===== config.mk =====
export PLATFORM = sky130hd
export DESIGN_NAME = if_fetch_unit_flat
export DESIGN_NICKNAME = d
export VERILOG_FILES = /design/src/rtl/if_fetch_unit_if.sv /design/src/rtl/if_fetch_unit.sv /design/src/flat_wrapper.sv
export SDC_FILE = /design/constraint.sdc
export NUM_CORES = 1
export LEC_CHECK = 0
export BUFFER_PORTS_ARGS = -buffer_cell sky130_fd_sc_hd__buf_2
export CAP_MARGIN = 20
export CORE_MARGIN = 5
export CORE_UTILIZATION = 50
export DETAILED_ROUTE_END_ITERATION = 8
export PLACE_DENSITY = 0.81
export SLEW_MARGIN = 5
export SYNTH_ARGS = -nofsm -noshare
export SYNTH_HDL_FRONTEND = slang
export SYNTH_SLANG_ARGS = --single-unit

===== constraint.sdc =====
create_clock -name clk -period 2.2 [get_ports clk]
set_input_delay 0.11 -clock clk [delete_from_list [all_inputs] [get_ports clk]]
set_output_delay 0.11 -clock clk [all_outputs]
set_load 0.05 [all_outputs]

===== src/rtl/if_fetch_unit_if.sv =====
// Instruction-memory request/grant/response bus between the fetch stage and IM.
`timescale 1ns/1ps
interface if_fetch_unit_if;
  logic        im_req;
  logic [31:0] im_addr;
  logic        im_gnt;
  logic        im_rvalid;
  logic [31:0] im_rdata;

  modport master (
    output im_req,
    output im_addr,
    input  im_gnt,
    input  im_rvalid,
    input  im_rdata
  );

  modport slave (
    input  im_req,
    input  im_addr,
    output im_gnt,
    output im_rvalid,
    output im_rdata
  );
endinterface


===== src/rtl/if_fetch_unit.sv =====
// Instruction-fetch stage: owns the PC, fetches one instruction at a time from IM
// and holds it for IF/ID, handling redirects at any point of a fetch.
`timescale 1ns/1ps
module if_fetch_unit #(
  parameter logic [31:0] RESET_PC = 32'h0000_0000
) (
  input  logic        clk,
  input  logic        rst,
  input  logic        Stall,
  input  logic        Redirect,
  input  logic [31:0] Redirect_PC,
  if_fetch_unit_if.master im,
  output logic [31:0] inst_out,
  output logic [31:0] PCAdd4_out,
  output logic        IM_busy
);

  localparam logic [2:0] IDLE    = 3'd0;
  localparam logic [2:0] REQ     = 3'd1;
  localparam logic [2:0] WAIT    = 3'd2;
  localparam logic [2:0] HOLD    = 3'd3;
  localparam logic [2:0] DISCARD = 3'd4;

  logic [2:0]  state, state_nxt;
  logic [31:0] pc, pc_nxt;
  logic [31:0] pc_plus4;
  logic [31:0] redirect_tgt;
  logic [31:0] inst_nxt, pca4_nxt;

  assign redirect_tgt = Redirect_PC & 32'hFFFF_FFFC;
  assign pc_plus4     = pc + 32'd4;

  assign im.im_req  = (state == REQ);
  assign im.im_addr = pc;
  assign IM_busy    = (state != HOLD);

  always_comb begin
    state_nxt = state;
    pc_nxt    = pc;
    inst_nxt  = inst_out;
    pca4_nxt  = PCAdd4_out;
    unique case (state)
      IDLE: state_nxt = REQ;
      REQ: begin
        // Nothing accepted yet, so the address may still change under a redirect.
        if (Redirect) pc_nxt = redirect_tgt;
        if (im.im_gnt) state_nxt = Redirect ? DISCARD : WAIT;
      end
      WAIT: begin
        if (im.im_rvalid) begin
          if (Redirect) begin
            pc_nxt    = redirect_tgt;
            state_nxt = REQ;
          end else begin
            inst_nxt  = im.im_rdata;
            pca4_nxt  = pc_plus4;
            pc_nxt    = pc_plus4;
            state_nxt = HOLD;
          end
        end else if (Redirect) begin
          pc_nxt    = redirect_tgt;
          state_nxt = DISCARD;
        end
      end
      HOLD: begin
        if (Redirect) begin
          pc_nxt    = redirect_tgt;
          state_nxt = REQ;
        end else if (!Stall) begin
          state_nxt = REQ;
        end
      end
      DISCARD: begin
        // Stale response still owed by memory; swallow it before re-requesting.
        if (Redirect) pc_nxt = redirect_tgt;
        if (im.im_rvalid) state_nxt = REQ;
      end
      default: state_nxt = IDLE;
    endcase
  end

  always_ff @(posedge clk or negedge rst) begin
    if (!rst) begin
      state      <= IDLE;
      pc         <= RESET_PC;
      inst_out   <= '0;
      PCAdd4_out <= '0;
    end else begin
      state      <= state_nxt;
      pc         <= pc_nxt;
      inst_out   <= inst_nxt;
      PCAdd4_out <= pca4_nxt;
    end
  end

endmodule


===== src/flat_wrapper.sv =====
// flat-port wrapper written by rule: the top's interface ports become plain ports
module if_fetch_unit_flat 
#(
  parameter logic [31:0] RESET_PC = 32'h0000_0000
)
  (clk, rst, Stall, Redirect, Redirect_PC, inst_out, PCAdd4_out, IM_busy, im_im_req, im_im_addr, im_im_gnt, im_im_rvalid, im_im_rdata);
  if_fetch_unit_if im_i ();
  input  logic clk;
  input  logic rst;
  input  logic Stall;
  input  logic Redirect;
  input  logic [31:0] Redirect_PC;
  output logic [31:0] inst_out;
  output logic [31:0] PCAdd4_out;
  output logic IM_busy;
  output wire logic [$bits(im_i.im_req)-1:0] im_im_req;
  output wire logic [$bits(im_i.im_addr)-1:0] im_im_addr;
  input wire logic [$bits(im_i.im_gnt)-1:0] im_im_gnt;
  input wire logic [$bits(im_i.im_rvalid)-1:0] im_im_rvalid;
  input wire logic [$bits(im_i.im_rdata)-1:0] im_im_rdata;
  assign im_im_req = im_i.im_req;
  assign im_im_addr = im_i.im_addr;
  assign im_i.im_gnt = im_im_gnt;
  assign im_i.im_rvalid = im_im_rvalid;
  assign im_i.im_rdata = im_im_rdata;
  if_fetch_unit #(.RESET_PC(RESET_PC)) u_core (.clk(clk), .rst(rst), .Stall(Stall), .Redirect(Redirect), .Redirect_PC(Redirect_PC), .im(im_i), .inst_out(inst_out), .PCAdd4_out(PCAdd4_out), .IM_busy(IM_busy));
endmodule

* Word-level counts from Yosys, hierarchy flattened
Index checks and enable logic that the tools add are counted.
Storage, ports and cells: register bits after elaboration 99, logic and storage cells 33, input bits 70
Operators by class: bitwise logic cells 1, multiplexer cells 13, eq/ne operators 9, add/subtract/negate cells 1, reductions and logical operators 5
Operators by type and width (number):
- 2-to-1 mux 32 bit | 3
- one-hot mux 32 bit (2 select lines) | 1
- adder 32 x 3 -> 32 bit, second input constant | 1
- 2-to-1 mux 3 bit | 7
- one-hot mux 3 bit (5 select lines) | 1
- == test 3 x 2 -> 1 bit, second input constant | 2
- inequality test 3 bit, second input constant | 2
- AND reduction 4 bit | 1
- == test 3 x 1 -> 1 bit, second input constant | 1
- == test 3 bit, second input constant | 1
- logical NOT 3 bit | 1
- inequality test 3 x 2 -> 1 bit, second input constant | 1
- AND reduction 3 bit | 1
- OR reduction 3 bit | 1
- 2-to-1 mux 2 bit | 1
- inequality test 2 x 1 -> 1 bit, second input constant | 1
- inequality test 2 bit, second input constant | 1
- nonzero test 2 bit | 1
- inverter 1 bit | 1

* Logic depth before layout (Yosys ltp)
word-level depth 4, mapped depth 7, mapped depth without buffers 6

* Worst setup path before layout
OpenSTA, ideal clock, no wires.
kind register -> register, start point register u_core.pc[7], in the netlist u_core.im.im_addr[7], end point register u_core.pc[31], in the netlist u_core.im.im_addr[31], path buffers 1, required time 2130 ps, arrival time 2159 ps, stages on the path, launching flop included 7, period minus slack after synthesis 2228 ps, library setup time 70 ps, path slack -28 ps, path through dfrtp_1 -> buf_2 -> nand3_4 -> nor4_4 -> nand3_2 -> or4_4 -> nand3_1
On the way: longest elaborated chain between the ends 4
RTL lines:
- from (decl) | line if_fetch_unit.sv:25 | logic [31:0] pc, pc_nxt;
- from (signal assigned) | line if_fetch_unit.sv:90 | pc <= pc_nxt;
- adder 32 x 3 -> 32 bit | line if_fetch_unit.sv:31 | assign pc_plus4 = pc + 32'd4;
- 2-to-1 mux 32 bit | line if_fetch_unit.sv:51 | if (Redirect) begin
- 2-to-1 mux 32 bit | line if_fetch_unit.sv:50 | if (im.im_rvalid) begin
- one-hot mux 32 bit (2 select lines) | line if_fetch_unit.sv:42 | unique case (state)
No other way between the ends. A chain may end at the register's enable or synchronous reset.

* Worst setup path after layout
start point register u_core.pc[12], in the netlist u_core.im.im_addr[12], end point register u_core.pc[28], in the netlist u_core.im.im_addr[28]
Same word-level chain as after synthesis.

==> load_flow_metrics.sql <==
INSERT INTO impl_metrics (metric_group, metric, value, unit) VALUES
('timing', 'timing.fmax', '0.488', 'GHz'),
('timing', 'timing.clock.skew', '11.4', 'ps'),
('timing', 'hold_viol_final', '0', ''),
('clock_network', 'post-cts-setup-buffers', '0', ''),
('route', 'dr.first_iter.drc_count', '316', ''),
('flow_run', 'drv.max_cap_violation_count', '0', ''),
('clock_network', 'cts-htree-levels', '3', ''),
('floorplanning', 'die_span_y', '108', 'um'),
('cells_and_area', 'layout_area_overhead', '37.2', '%'),
('synthesis', 'yosys.area.top_type', 'sky130_fd_sc_hd__dfrtp_1', ''),
('synthesis', 'postSynth.topFlopCell', 'sky130_fd_sc_hd__dfrtp_1', ''),
('cells_and_area', 'multi_input_area', '0.00214', 'sq mm'),
('power_and_ir_drop', 'switchingPower', '5.57', 'mW'),
('setup_path', 'crit_arrival', '2360', 'ps'),
('synthesis', 'synthesis.area', '0.00476', 'sq mm'),
('global_routing', 'grt_pass1_vias', '4801', ''),
('setup_path', 'setup.worst_path.end_class', 'flip-flop', ''),
('synthesis', 'synth_most_common_cell', 'sky130_fd_sc_hd__nand2_1', ''),
('floorplanning', 'core.rowCount', '35', ''),
('global_routing', 'grt_overflow', '0', ''),
('place', 'place.gp.congestion', '0.818', ''),
('power_and_ir_drop', 'p_int', '4.67', 'mW'),
('min_path', 'timing.hold.worst_endpoint', 'u_core.im.im_addr[9]', ''),
('global_routing', 'first_pass_grt_wire_length', '23600', 'um'),
('timing', 'final_max_slew_viol_count', '0', ''),
('synthesis', 'netlist_top_cells_area', 'sky130_fd_sc_hd__dfrtp_1, sky130_fd_sc_hd__nand2_1, sky130_fd_sc_hd__xor2_1, sky130_fd_sc_hd__o21ai_0, sky130_fd_sc_hd__nand3_1', ''),
('clock_network', 'clock-root-buffer', 'sky130_fd_sc_hd__clkbuf_8', ''),
('place', 'placed_cells_incl_taps', '803', ''),
('clock_network', 'cts_tree', 'yes', ''),
('power_and_ir_drop', 'swShare', '0.544', ''),
('synthesis', 'synthesis.nets', '594', ''),
('global_routing', 'tot_gr_track_use', '0.256', ''),
('cells_and_area', 'finished_core_util', '0.706', ''),
('clock_network', 'cts.reportedPaths.clkPinSlew', '100', 'ps'),
('cells_and_area', 'fin_cells', '867', ''),
('synthesis', 'yosysTopAreaCellShare', '0.521', ''),
('setup_path', 'worstSetupStartpointType', 'flip-flop', ''),
('clock_network', 'clkSinkCount', '99', ''),
('timing', 'final.min_clock_period', '2050', 'ps'),
('setup_path', 'reg2reg_depth', '5', ''),
('synthesis', 'synth.cells.most_frequent', 'sky130_fd_sc_hd__nand2_1, sky130_fd_sc_hd__dfrtp_1, sky130_fd_sc_hd__o21ai_0', ''),
('cells_and_area', 'fraction_of_final_layout_cells_with_drive_strength_greater_than_1', '0.305', ''),
('place', 'port-buffer-count', '165', ''),
('timing', 'max_slew_margin', '0.610', ''),
('synthesis', 'synth_seq_cells', '99', ''),
('power_and_ir_drop', 'power.clock.fraction', '0.128', ''),
('setup_path', 'largest_driver_fanout_on_the_critical_path', '11', ''),
('floorplanning', 'coreArea', '0.00924', 'sq mm'),
('min_path', 'hold-path-cell-count', '3', ''),
('clock_network', 'numCtsBuffers', '9', ''),
('timing', 'totalNegativeSetupSlack', '0', 'ps'),
('status', 'status', 'finished clean', ''),
('cells_and_area', 'ff_latch_area', '0.00248', 'sq mm'),
('synthesis', 'yosys.cell_types.count', '53', ''),
('timing', 'grt_setup_unrepaired', 'true', ''),
('route', 'routedWlPerCell', '16.8', 'um'),
('route', 'routed_wirelength', '14600', 'um'),
('synthesis', 'ys_warn_count', '0', ''),
('floorplanning', 'start_util', '0.515', ''),
('synthesis', 'syn_inst', '523', ''),
('power_and_ir_drop', 'total_leakage_power', '3.26', 'nW'),
('route', 'dr_total_vias', '4760', ''),
('clock_network', 'clkLatencyLatePin', '360', 'ps'),
('synthesis', 'synth-seq-area-share', '0.521', ''),
('synthesis', 'ys_async_sr_fraction', '1.00', ''),
('global_routing', 'antenna_violations_before_repair', '0', ''),
('route', 'viasPerCell', '5.49', ''),
('cells_and_area', 'layout.nets', '804', ''),
('clock_network', 'cts.path.max_buffers', '2', ''),
('global_routing', 'grt_max_degree', '45', ''),
('min_path', 'worst_hold_startpoint', 'Redirect_PC[9]', '');
-- timing repair --
| action | CTS | global route |
|---|---|---|
| endpoints found under the hold margin | 88 | 1 |
| gates resized for setup | 0 | 1 |
| hold buffers | 47 | 1 |
| endpoints found under the setup margin | 0 | 5 |
-- how the worst max path moves through the flow --
stage	end	slack (ps)	depth (start not counted)
3_3_place_gp	u_core.im.im_addr[28]	170	6
4_1_cts	u_core.im.im_addr[28]	60	6
3_5_place_dp	u_core.im.im_addr[28]	110	6
5_1_grt	u_core.im.im_addr[28]	-20	6
6_report	u_core.im.im_addr[28]	150	5
2_1_floorplan	u_core.im.im_addr[31]	-0.3	6
-- state kept, by name (all words and copies together) (netlist names) --
signal / count
u_core.state: 3
u_core.inst_out: 32
u_core.im.im_addr: 32
u_core.PCAdd4_out: 32
-- through the flow --
stage / worst slack (ps) / hold slack, ps
floorplan: -0.284 / -186
global placement: 174 / 142
finish: 149 / 5.36
CTS: 58.4 / 0.0968
global route: -17.9 / 3.11
detailed placement: 107 / 148
-- worst max-delay path, cell delays in order (launching register included) --
cell                      delay, ps
sky130_fd_sc_hd__dfrtp_2        490
sky130_fd_sc_hd__nand4_2        220
sky130_fd_sc_hd__nor4_4         580
sky130_fd_sc_hd__nand4_1        260
sky130_fd_sc_hd__or3_1          360
sky130_fd_sc_hd__nand3_1         90
-- cell families after synthesis --
logic type / share of synthesized area
compound gates: 0.143
xor+xnor: 0.0497
fa+ha+maj: 0.00263
buf+inv: 0.0329
flops: 0.521
simple gates: 0.251
-- placed cells by master (no fill, tap or decap), types with 4 or more instances in the layout --
cell                            instances
sky130_fd_sc_hd__a21oi_1               15
sky130_fd_sc_hd__a22oi_1               12
sky130_fd_sc_hd__buf_12                 4
sky130_fd_sc_hd__buf_2                164
sky130_fd_sc_hd__buf_4                 17
sky130_fd_sc_hd__clkbuf_8               9
sky130_fd_sc_hd__dfrtp_1               96
sky130_fd_sc_hd__dlygate4sd3_1         48
sky130_fd_sc_hd__nand2_1              159
sky130_fd_sc_hd__nand2b_1               4
sky130_fd_sc_hd__nand3_1               20
sky130_fd_sc_hd__nand4_1                9
sky130_fd_sc_hd__nor2_1                19
sky130_fd_sc_hd__nor2b_1                5
sky130_fd_sc_hd__o21ai_0               29
sky130_fd_sc_hd__o21ai_1               17
sky130_fd_sc_hd__o221a_2                6
sky130_fd_sc_hd__o311ai_1               4
sky130_fd_sc_hd__xnor2_1                7
sky130_fd_sc_hd__xor2_1                20
-- layout make-up --
class,instances,area share
multi-input cells,387,0.328
flip-flops and latches,99,0.380
inverters,3,0.00173
diodes,1,0.000383
repair buffers,233,0.231
clock inverters,6,0.0150
clock buffers,9,0.0190
well taps,129,0.0247
-- routing by layer --
layer	global-route usage	vias up	share of wire	wire, um
met5	0	-	0	0
met4	0.118	0	0.040	579
met3	0.0468	49	0.056	813
met2	0.428	183	0.50	7340
met1	0.322	2307	0.40	5850
li1	-	2221	-	-
-- power by group through the flow --
stage / clock [mW] / sequential [mW] / combinational, mW
global placement: 0 / 3.25 / 5.44
finish: 1.31 / 3.31 / 5.62
CTS: 1.32 / 3.29 / 5.61
global route: 1.38 / 3.42 / 5.96
floorplan: 0 / 5.66 / 1.66
detailed placement: 0 / 3.31 / 5.54
No activity file was read; power rests on OpenSTA's default activity.
